===== src/rtl/oam_dma.sv =====
// OAM DMA controller: copies NUM_BYTES bytes from page {src,00} into OAM,
// one byte per CYCLES_PER_BYTE clocks, after a START_DELAY clock lead-in.
// Handshake: there is no backpressure. dma_read is a one-clock request and
// the source returns data on dma_data_in exactly one clock later. oam_write is
// a one-clock strobe qualified by oam_addr/oam_data_out in the same clock.
module oam_dma #(
  parameter int CYCLES_PER_BYTE = 4,
  parameter int NUM_BYTES       = 160,
  parameter int START_DELAY     = 4
) (
  input  logic        clk,
  input  logic        reset_n,
  input  logic        reg_write,
  input  logic [7:0]  reg_data_in,
  output logic [7:0]  reg_data_out,
  output logic        active,
  output logic [15:0] dma_addr,
  output logic        dma_read,
  input  logic [7:0]  dma_data_in,
  output logic [7:0]  oam_addr,
  output logic        oam_write,
  output logic [7:0]  oam_data_out,
  output logic [1:0]  dbg_state
);

  typedef enum logic [1:0] {
    IDLE     = 2'd0,
    STARTING = 2'd1,
    TRANSFER = 2'd2
  } state_e;

  localparam int PW = (CYCLES_PER_BYTE > 1) ? $clog2(CYCLES_PER_BYTE) : 1;
  localparam int DW = $clog2(START_DELAY + 1);

  localparam logic [PW-1:0] PH_LAST  = PW'(CYCLES_PER_BYTE - 1);
  localparam logic [PW-1:0] PH_CAPT  = PW'(1);
  localparam logic [DW-1:0] DLY_LAST = DW'(START_DELAY - 1);
  localparam logic [7:0]    IDX_LAST = 8'(NUM_BYTES - 1);

  state_e         state_q, state_d;
  logic [7:0]     src_q, src_d;
  logic [7:0]     index_q, index_d;
  logic [PW-1:0]  phase_q, phase_d;
  logic [DW-1:0]  delay_q, delay_d;
  logic           keep_q, keep_d;   // restart issued while bus was owned
  logic [7:0]     data_q, data_d;
  logic [7:0]     src_map;

  // E0-FF is an echo of WRAM, so the source page folds down onto C0-DF.
  assign src_map = (src_q >= 8'hE0) ? (src_q & 8'hDF) : src_q;

  // Output decode: strobes only exist inside TRANSFER.
  always_comb begin
    active       = (state_q == TRANSFER) || ((state_q == STARTING) && keep_q);
    dma_read     = (state_q == TRANSFER) && (phase_q == '0);
    oam_write    = (state_q == TRANSFER) && (phase_q == PH_LAST);
    dma_addr     = (state_q == TRANSFER) ? {src_map, index_q} : 16'h0000;
    oam_addr     = (state_q == TRANSFER) ? index_q : 8'h00;
    oam_data_out = data_q;
    reg_data_out = src_q;
    dbg_state    = state_q;
  end

  // Next-state logic; a register write overrides whatever is in flight.
  always_comb begin
    state_d = state_q;
    src_d   = src_q;
    index_d = index_q;
    phase_d = phase_q;
    delay_d = delay_q;
    keep_d  = keep_q;
    data_d  = data_q;

    case (state_q)
      IDLE: begin
        keep_d = 1'b0;
      end
      STARTING: begin
        if (delay_q == DLY_LAST) begin
          state_d = TRANSFER;
          phase_d = '0;
        end else begin
          delay_d = delay_q + 1'b1;
        end
      end
      TRANSFER: begin
        if (phase_q == PH_CAPT) begin
          data_d = dma_data_in;
        end
        if (phase_q == PH_LAST) begin
          phase_d = '0;
          if (index_q == IDX_LAST) begin
            state_d = IDLE;
            index_d = 8'h00;
            keep_d  = 1'b0;
          end else begin
            index_d = index_q + 8'h01;
          end
        end else begin
          phase_d = phase_q + 1'b1;
        end
      end
      default: begin
        state_d = IDLE;
      end
    endcase

    if (reg_write) begin
      src_d   = reg_data_in;
      index_d = 8'h00;
      delay_d = '0;
      phase_d = '0;
      keep_d  = active;
      state_d = STARTING;
    end
  end

  // State and datapath registers, cleared asynchronously.
  always_ff @(posedge clk or negedge reset_n) begin
    if (!reset_n) begin
      state_q <= IDLE;
      src_q   <= 8'hFF;
      index_q <= 8'h00;
      phase_q <= '0;
      delay_q <= '0;
      keep_q  <= 1'b0;
      data_q  <= 8'h00;
    end else begin
      state_q <= state_d;
      src_q   <= src_d;
      index_q <= index_d;
      phase_q <= phase_d;
      delay_q <= delay_d;
      keep_q  <= keep_d;
      data_q  <= data_d;
    end
  end

endmodule


===== config.mk =====
export PLATFORM = sky130hd
export DESIGN_NAME = oam_dma
export DESIGN_NICKNAME = d
export VERILOG_FILES = /design/src/rtl/oam_dma.sv
export SDC_FILE = /design/constraint.sdc
export NUM_CORES = 1
export LEC_CHECK = 0
export ABC_AREA = 0
export CORE_MARGIN = 10
export CORE_UTILIZATION = 45
export DETAILED_ROUTE_END_ITERATION = 10
export PLACE_DENSITY = 0.82
export SKIP_CTS_REPAIR_TIMING = 1
export SYNTH_ARGS = -nofsm -noshare
export SYNTH_HDL_FRONTEND = slang
export SYNTH_SLANG_ARGS = --single-unit

===== constraint.sdc =====
create_clock -name clk -period 2.6 [get_ports clk]
set_input_delay 0.52 -clock clk [delete_from_list [all_inputs] [get_ports clk]]
set_output_delay 0.52 -clock clk [all_outputs]
set_load 0.05 [all_outputs]

==> metrics.txt, run 1 <==
outcome completed; first-pass GRT wire length 7.48 mm; CTS Buf Count 5; static leakage 1.14 nW; r2r worst-path depth 5; Worst setup SP type flop; most common cell in the netlist dfrtp_1; final-stage net count 237; starting density of the core 46.3%; Die Width just over 80 µm; CP Max Fanout 10; Post-Syn Area roughly 0.0017 mm²; Non-Filler Instances between 200 and 300; Final ANT Viol Nets 0; worst hold stages 1; largest family of logic cells by synthesized area simple AND/OR/NAND/NOR gates; relative slew slack 56.3%; minimum setup slack in the final design 0.176 ns; Hold Path Origin oam_data_out[0]; vias per cell between 5 and 6; routability cong. 0.893; GR Layer Usage met2 around 26%; synth warn 0; register area share after synthesis 48.2%; remaining global-route overflow 0; Starting DRT DRC Count 88; vias in the first global route about 1500; Crit Reg-Reg Startpoint index_q[0]; top_reg_cell synth dfrtp_1; Synth top area share around 36%; overall routed net length roughly 4.5 mm; Post-synth EDFFs 0; Synth Area in Compound Gates 6.10%; Synth area leader dfrtp_1; DR DRC count 0; fin area 0.00266 mm²; syn nets 177; die area around 0.0066 mm²; worst hold margin roughly 0.50 ns; required time worst endpoint ~2.1 ns; PwrDens around 550 mW/mm²; setup TNS 0 ns; worst skew pair latency 0.28 ns; Worst setup EP type output pin; CTS tree done; fmax about 410 MHz; mux share of post-synthesis cell area between 10% and 20%; Max-Cap Viols 0; Mapped Cells between 150 and 200; I/O pin total 64; WS Path Type flop to output pin; Area after DPL 0.00255 mm²; global routing usage on met3 about 6%; pre-CTS setup slack approximately 0.5 ns; Hold EP oam_data_out[0]; minimum clock period approximately 2.4 ns; flops & latches, synth 32; final hold vios 0; Die H slightly above 80 µm; Final Setup Violations 0; # diodes 0; fin util about three quarters; level count of the clock H-tree 2; RSZ-0062 raised after global routing no; synthesized area per cell about 11 µm²; Worst Path Arrival around 1.9 ns; period utilization ~93%; clock buffer depth 2; Post-Synth Simple-Gate Area roughly a fifth; largest net degree at the start of global routing 33; Design Power roughly 1.5 mW; Crit Reg-Reg Endpoint index_q[5]; DR vias approximately 1400; Post-Synth XOR/XNOR Area between 2 and 2.5%; Total GRT Usage between 10% and 20%; FFs w/ async S/R, synth 100%; Synth cell types 38; gr busiest metal met2; Pre-Repair DR Iteration Count 4; GRT met1 Usage between 10 and 15%; Hold Path Class flop to flop; Max Slew Vio Count 0; WL/cell 17.4 µm; maximum vdd ir drop roughly 0.47 mV; PortBufs 63; Adder-Cell Fraction of Synth Area 4.46%; Worst Skew roughly 0.0035 ns; clock sinks 32; placed cells 253; initial antenna violation count 0; synth cell count leaders dfrtp_1 (24), mux2_2 (16), and2_1 (15), nand2_1 (10), nor2_1 (10); row count 22; clock root cell clkbuf_8; R2R setup slack 0.84 ns; clk slew on worst S/H paths around 0.070 ns; slew of the pin with the lowest slew margin 0.654 ns; Area Overhead vs Synth 58.0%; top post-synthesis cells by area dfrtp_1 (36%), dfstp_2 (13%), mux2_2 (11%); DPL Wire Length 3.58 mm; Core ar. about 0.0036 mm²; share of post-route cells with drive strength above 1 approximately a third
-- worst max-delay path: stages, from the launching register on --
cell             delay (ns)
dfrtp_1                0.54
nand2b_1               0.17
nand2_1                0.09
clkdlybuf4s50_1        0.81
-- sequential cells by signal, indices dropped and copies added (netlist names) --
register      count
index_q           8
oam_data_out      8
reg_data_out      8
delay_q           3
dbg_state         2
phase_q           2
keep_q            1
-- cells in the final DEF, fill, tap and decap left out, types with 2 or more instances in the layout --
cell and count:
clkdlybuf4s50_1 37, buf_12 25, dfrtp_1 24, mux2_2 16
and2_1 10, nand2_1 10, nor2_1 10, dfstp_2 8
and2_2 6, inv_1 6, a21oi_1 6, ha_1 6
clkbuf_8 5, buf_4 5, o21ai_0 4, nand3b_1 3
nand3_1 3, xor2_1 3, a211oi_1 2, a31oi_1 2
-- metal layers --
layer	part of all wire, %	vias up
met2	52	55
met3	9.5	8
met1	37	669
met5	0	-
li1	-	633
met4	1.4	0
-- cell type report --
cell class	instances	area, µm²
tap	48	60.1
timing repair buffer	67	908
inverter	6	22.5
clock buffer	6	72.6
multi-input combinational	100	748
clock inverter	2	35.0
fill	265	976
sequential	32	811
-- power breakdown --
part,switching (mW),internal (mW)
Clock,0.178,0.284
Combinational,0.226,0.162
Sequential,0.0501,0.558
-- logic make-up (layout without fill, tap and decap cells) --
logic type	count (synthesis)	count (layout)
adders and majority gates	6	6
and+or+nand+nor	56	56
buffers and inverters	20	81
DFF	32	32
muxes	17	17
AOI/OAI and AO/OA	17	17
xor gates and xnor gates	4	4
-- worst max-delay path by stage --
stage | from | slack [ns] | depth (start not counted) | end
floorplan | dbg_state[1] | 0.04 | 6 | oam_addr[3]
global placement | dbg_state[1] | 0.54 | 3 | active
detailed placement | dbg_state[1] | 0.49 | 3 | active
CTS | dbg_state[1] | 0.16 | 3 | active
global route | dbg_state[1] | 0.06 | 3 | active
finish | dbg_state[1] | 0.18 | 3 | active
Note: power is estimated with default switching activity, not from simulation.
==> run 2, diff against run 1 <==
--- a/config.mk
+++ b/config.mk
@@ -7,9 +7,10 @@
 export LEC_CHECK = 0
 export ABC_AREA = 0
 export CORE_MARGIN = 10
-export CORE_UTILIZATION = 45
+export CORE_UTILIZATION = 55
 export DETAILED_ROUTE_END_ITERATION = 10
-export PLACE_DENSITY = 0.82
+export DONT_BUFFER_PORTS = 1
+export PLACE_DENSITY = 0.71
 export SKIP_CTS_REPAIR_TIMING = 1
 export SYNTH_ARGS = -nofsm -noshare
 export SYNTH_HDL_FRONTEND = slang
==> metrics.txt, run 2 (same netlist as run 1, synthesis figures left out) <==
global routing usage on met3 6.25% (was 5.96%); minimum clock period 2.32 ns (was 2.42 ns); CTS Buf Count 5 (unchanged); final-stage net count 192 (was 237); GRT met1 Usage 13.8% (was 14.9%); Die H 75.3 µm (was 81.1 µm); Worst Skew 0.00729 ns (was 0.00355 ns); Pre-Repair DR Iteration Count 4 (unchanged); first-pass GRT wire length 6.32 mm (was 7.48 mm); required time worst endpoint 2.08 ns (about the same); fin util 70.4% (was 73.1%); Core ar. 0.00298 mm² (was 0.00363 mm²); share of post-route cells with drive strength above 1 38.7% (was 34.3%); pre-CTS setup slack 0.642 ns (was 0.488 ns); row count 20 (was 22); maximum vdd ir drop 0.523 mV (was 0.467 mV); Final Setup Violations 0 (unchanged); Final ANT Viol Nets 0 (unchanged); relative slew slack 60.8% (was 56.3%); minimum setup slack in the final design 0.278 ns (was 0.176 ns); Max-Cap Viols 0 (unchanged); CTS tree done (unchanged); delay-heaviest family, CP simple AND/OR/NAND/NOR gates (was buffers and inverters); WS Path Type flop to output pin (unchanged); WL/cell 19.0 µm (was 17.4 µm); critical path, cell by cell nor2b_1 > buf_4 > and2_1 > buf_12 (was nand2b_1 > nand2_1 > clkdlybuf4s50_1); WP buf/inv 2 (was 1); clock root cell clkbuf_4 (was clkbuf_8); level count of the clock H-tree 2 (unchanged); slew of the pin with the lowest slew margin 0.587 ns (was 0.654 ns); Hold Path Origin reg_write (was oam_data_out[0]); vias in the first global route 1233 (was 1453); outcome completed (unchanged); Die Width 75.3 µm (was 81.1 µm); R2R setup slack 0.76 ns (was 0.84 ns); Crit Reg-Reg Startpoint dbg_state[0] (was index_q[0]); RSZ-0062 raised after global routing no (unchanged); clk slew on worst S/H paths 0.11 ns (was 0.07 ns); static leakage 0.922 nW (was 1.14 nW); setup TNS 0 ns (unchanged); PwrDens 612 mW/mm² (was 549 mW/mm²); fmax 431 MHz (was 413 MHz); # diodes 0 (unchanged); max incr delay on CP 0.43 ns (was 0.81 ns); CP Max Fanout 12 (was 10); largest net degree at the start of global routing 33 (unchanged); remaining global-route overflow 0 (unchanged); worst skew pair latency 0.34 ns (was 0.28 ns); I/O pin total 64 (unchanged); PortBufs 0 (was 63); Starting DRT DRC Count 164 (was 88); vias per cell 5.75 (was 5.23); Filler cells 227 (was 265); Worst setup EP type output pin (unchanged); Total GRT Usage 14.7% (was 14.4%); most common cell after layout, fill and taps aside dfrtp_1 (was clkdlybuf4s50_1); clock sinks 32 (unchanged); die area 0.00567 mm² (was 0.00658 mm²); clock buffer depth 2 (unchanged); Worst Path Arrival 1.80 ns (was 1.90 ns); initial antenna violation count 0 (unchanged); routability cong. 0.821 (was 0.893); DR vias 1156 (was 1365); critical path startpoint dbg_state[0] (was dbg_state[1]); GR Layer Usage met2 27.6% (was 25.8%); period utilization 89.3% (was 93.2%); overall routed net length 3.83 mm (was 4.54 mm); DR DRC count 0 (unchanged); gr busiest metal met2 (unchanged); Worst setup SP type flop (unchanged); Design Power 1.28 mW (was 1.46 mW); starting density of the core 56.5% (was 46.3%); Hold Path Class input port to flop (was flop to flop); Max Slew Vio Count 0 (unchanged); most frequent cells in the layout dfrtp_1 (24), buf_12 (18), mux2_2 (16) (was clkdlybuf4s50_1 (37), buf_12 (25), dfrtp_1 (24)); DPL Wire Length 2.94 mm (was 3.58 mm); Max stage delay cell, worst path nor2b_1 (was clkdlybuf4s50_1); final hold vios 0 (unchanged); Area Overhead vs Synth 24.6% (was 58.0%)
-- run 2: power breakdown --
part	leakage, nW	internal (mW)	switching [mW]
logic	0.488	0.0936	0.134
registers	0.393	0.559	0.116
clock network	0.0412	0.200	0.180
-- run 2: final timing paths --
kind | end | cells past startpoint
worst max-delay path | dma_addr[6] | 4
worst min-delay path | index_q[4] | 1
worst max register to register | index_q[6] | 6
worst min register to register | delay_q[1] | 2
max in group asynchronous | reg_data_out[7] | 2
min in group asynchronous | index_q[4] | 2
-- run 2: stage by stage --
step	instances	area [µm²]	hold WS, ns
after floorplan	152	1690	0.224
after global placement	191	1990	0.226
after detailed placement	191	1990	0.226
after CTS	199	2070	-0.150
after global routing	201	2100	0.208
final	201	2100	0.232
-- run 2: layout make-up --
class | count | area, µm² | area share [%]
Clock buffer | 5 | 37.5 | 1.79
Sequential cell | 32 | 811 | 38.7
Clock inverter | 3 | 42.5 | 2.03
Tap cell | 33 | 41.3 | 1.97
Multi-Input combinational cell | 100 | 748 | 35.7
Timing Repair Buffer | 22 | 393 | 18.7
Inverter | 6 | 22.5 | 1.07
-- run 2: worst reg2reg max path, cell delays in order (launching register included) --
cell,delay (ns)
dfrtp_1,0.40
buf_4,0.21
nand3b_4,0.22
inv_1,0.47
nand3_1,0.19
xor2_1,0.19
nor2_1,0.06
-- run 2: metal layers --
metal  routed length [µm]  part of all wire [%]
met5                    0                     0
met4                   66                   1.7
met3                  312                   8.2
met2                 2110                    55
met1                 1330                    35
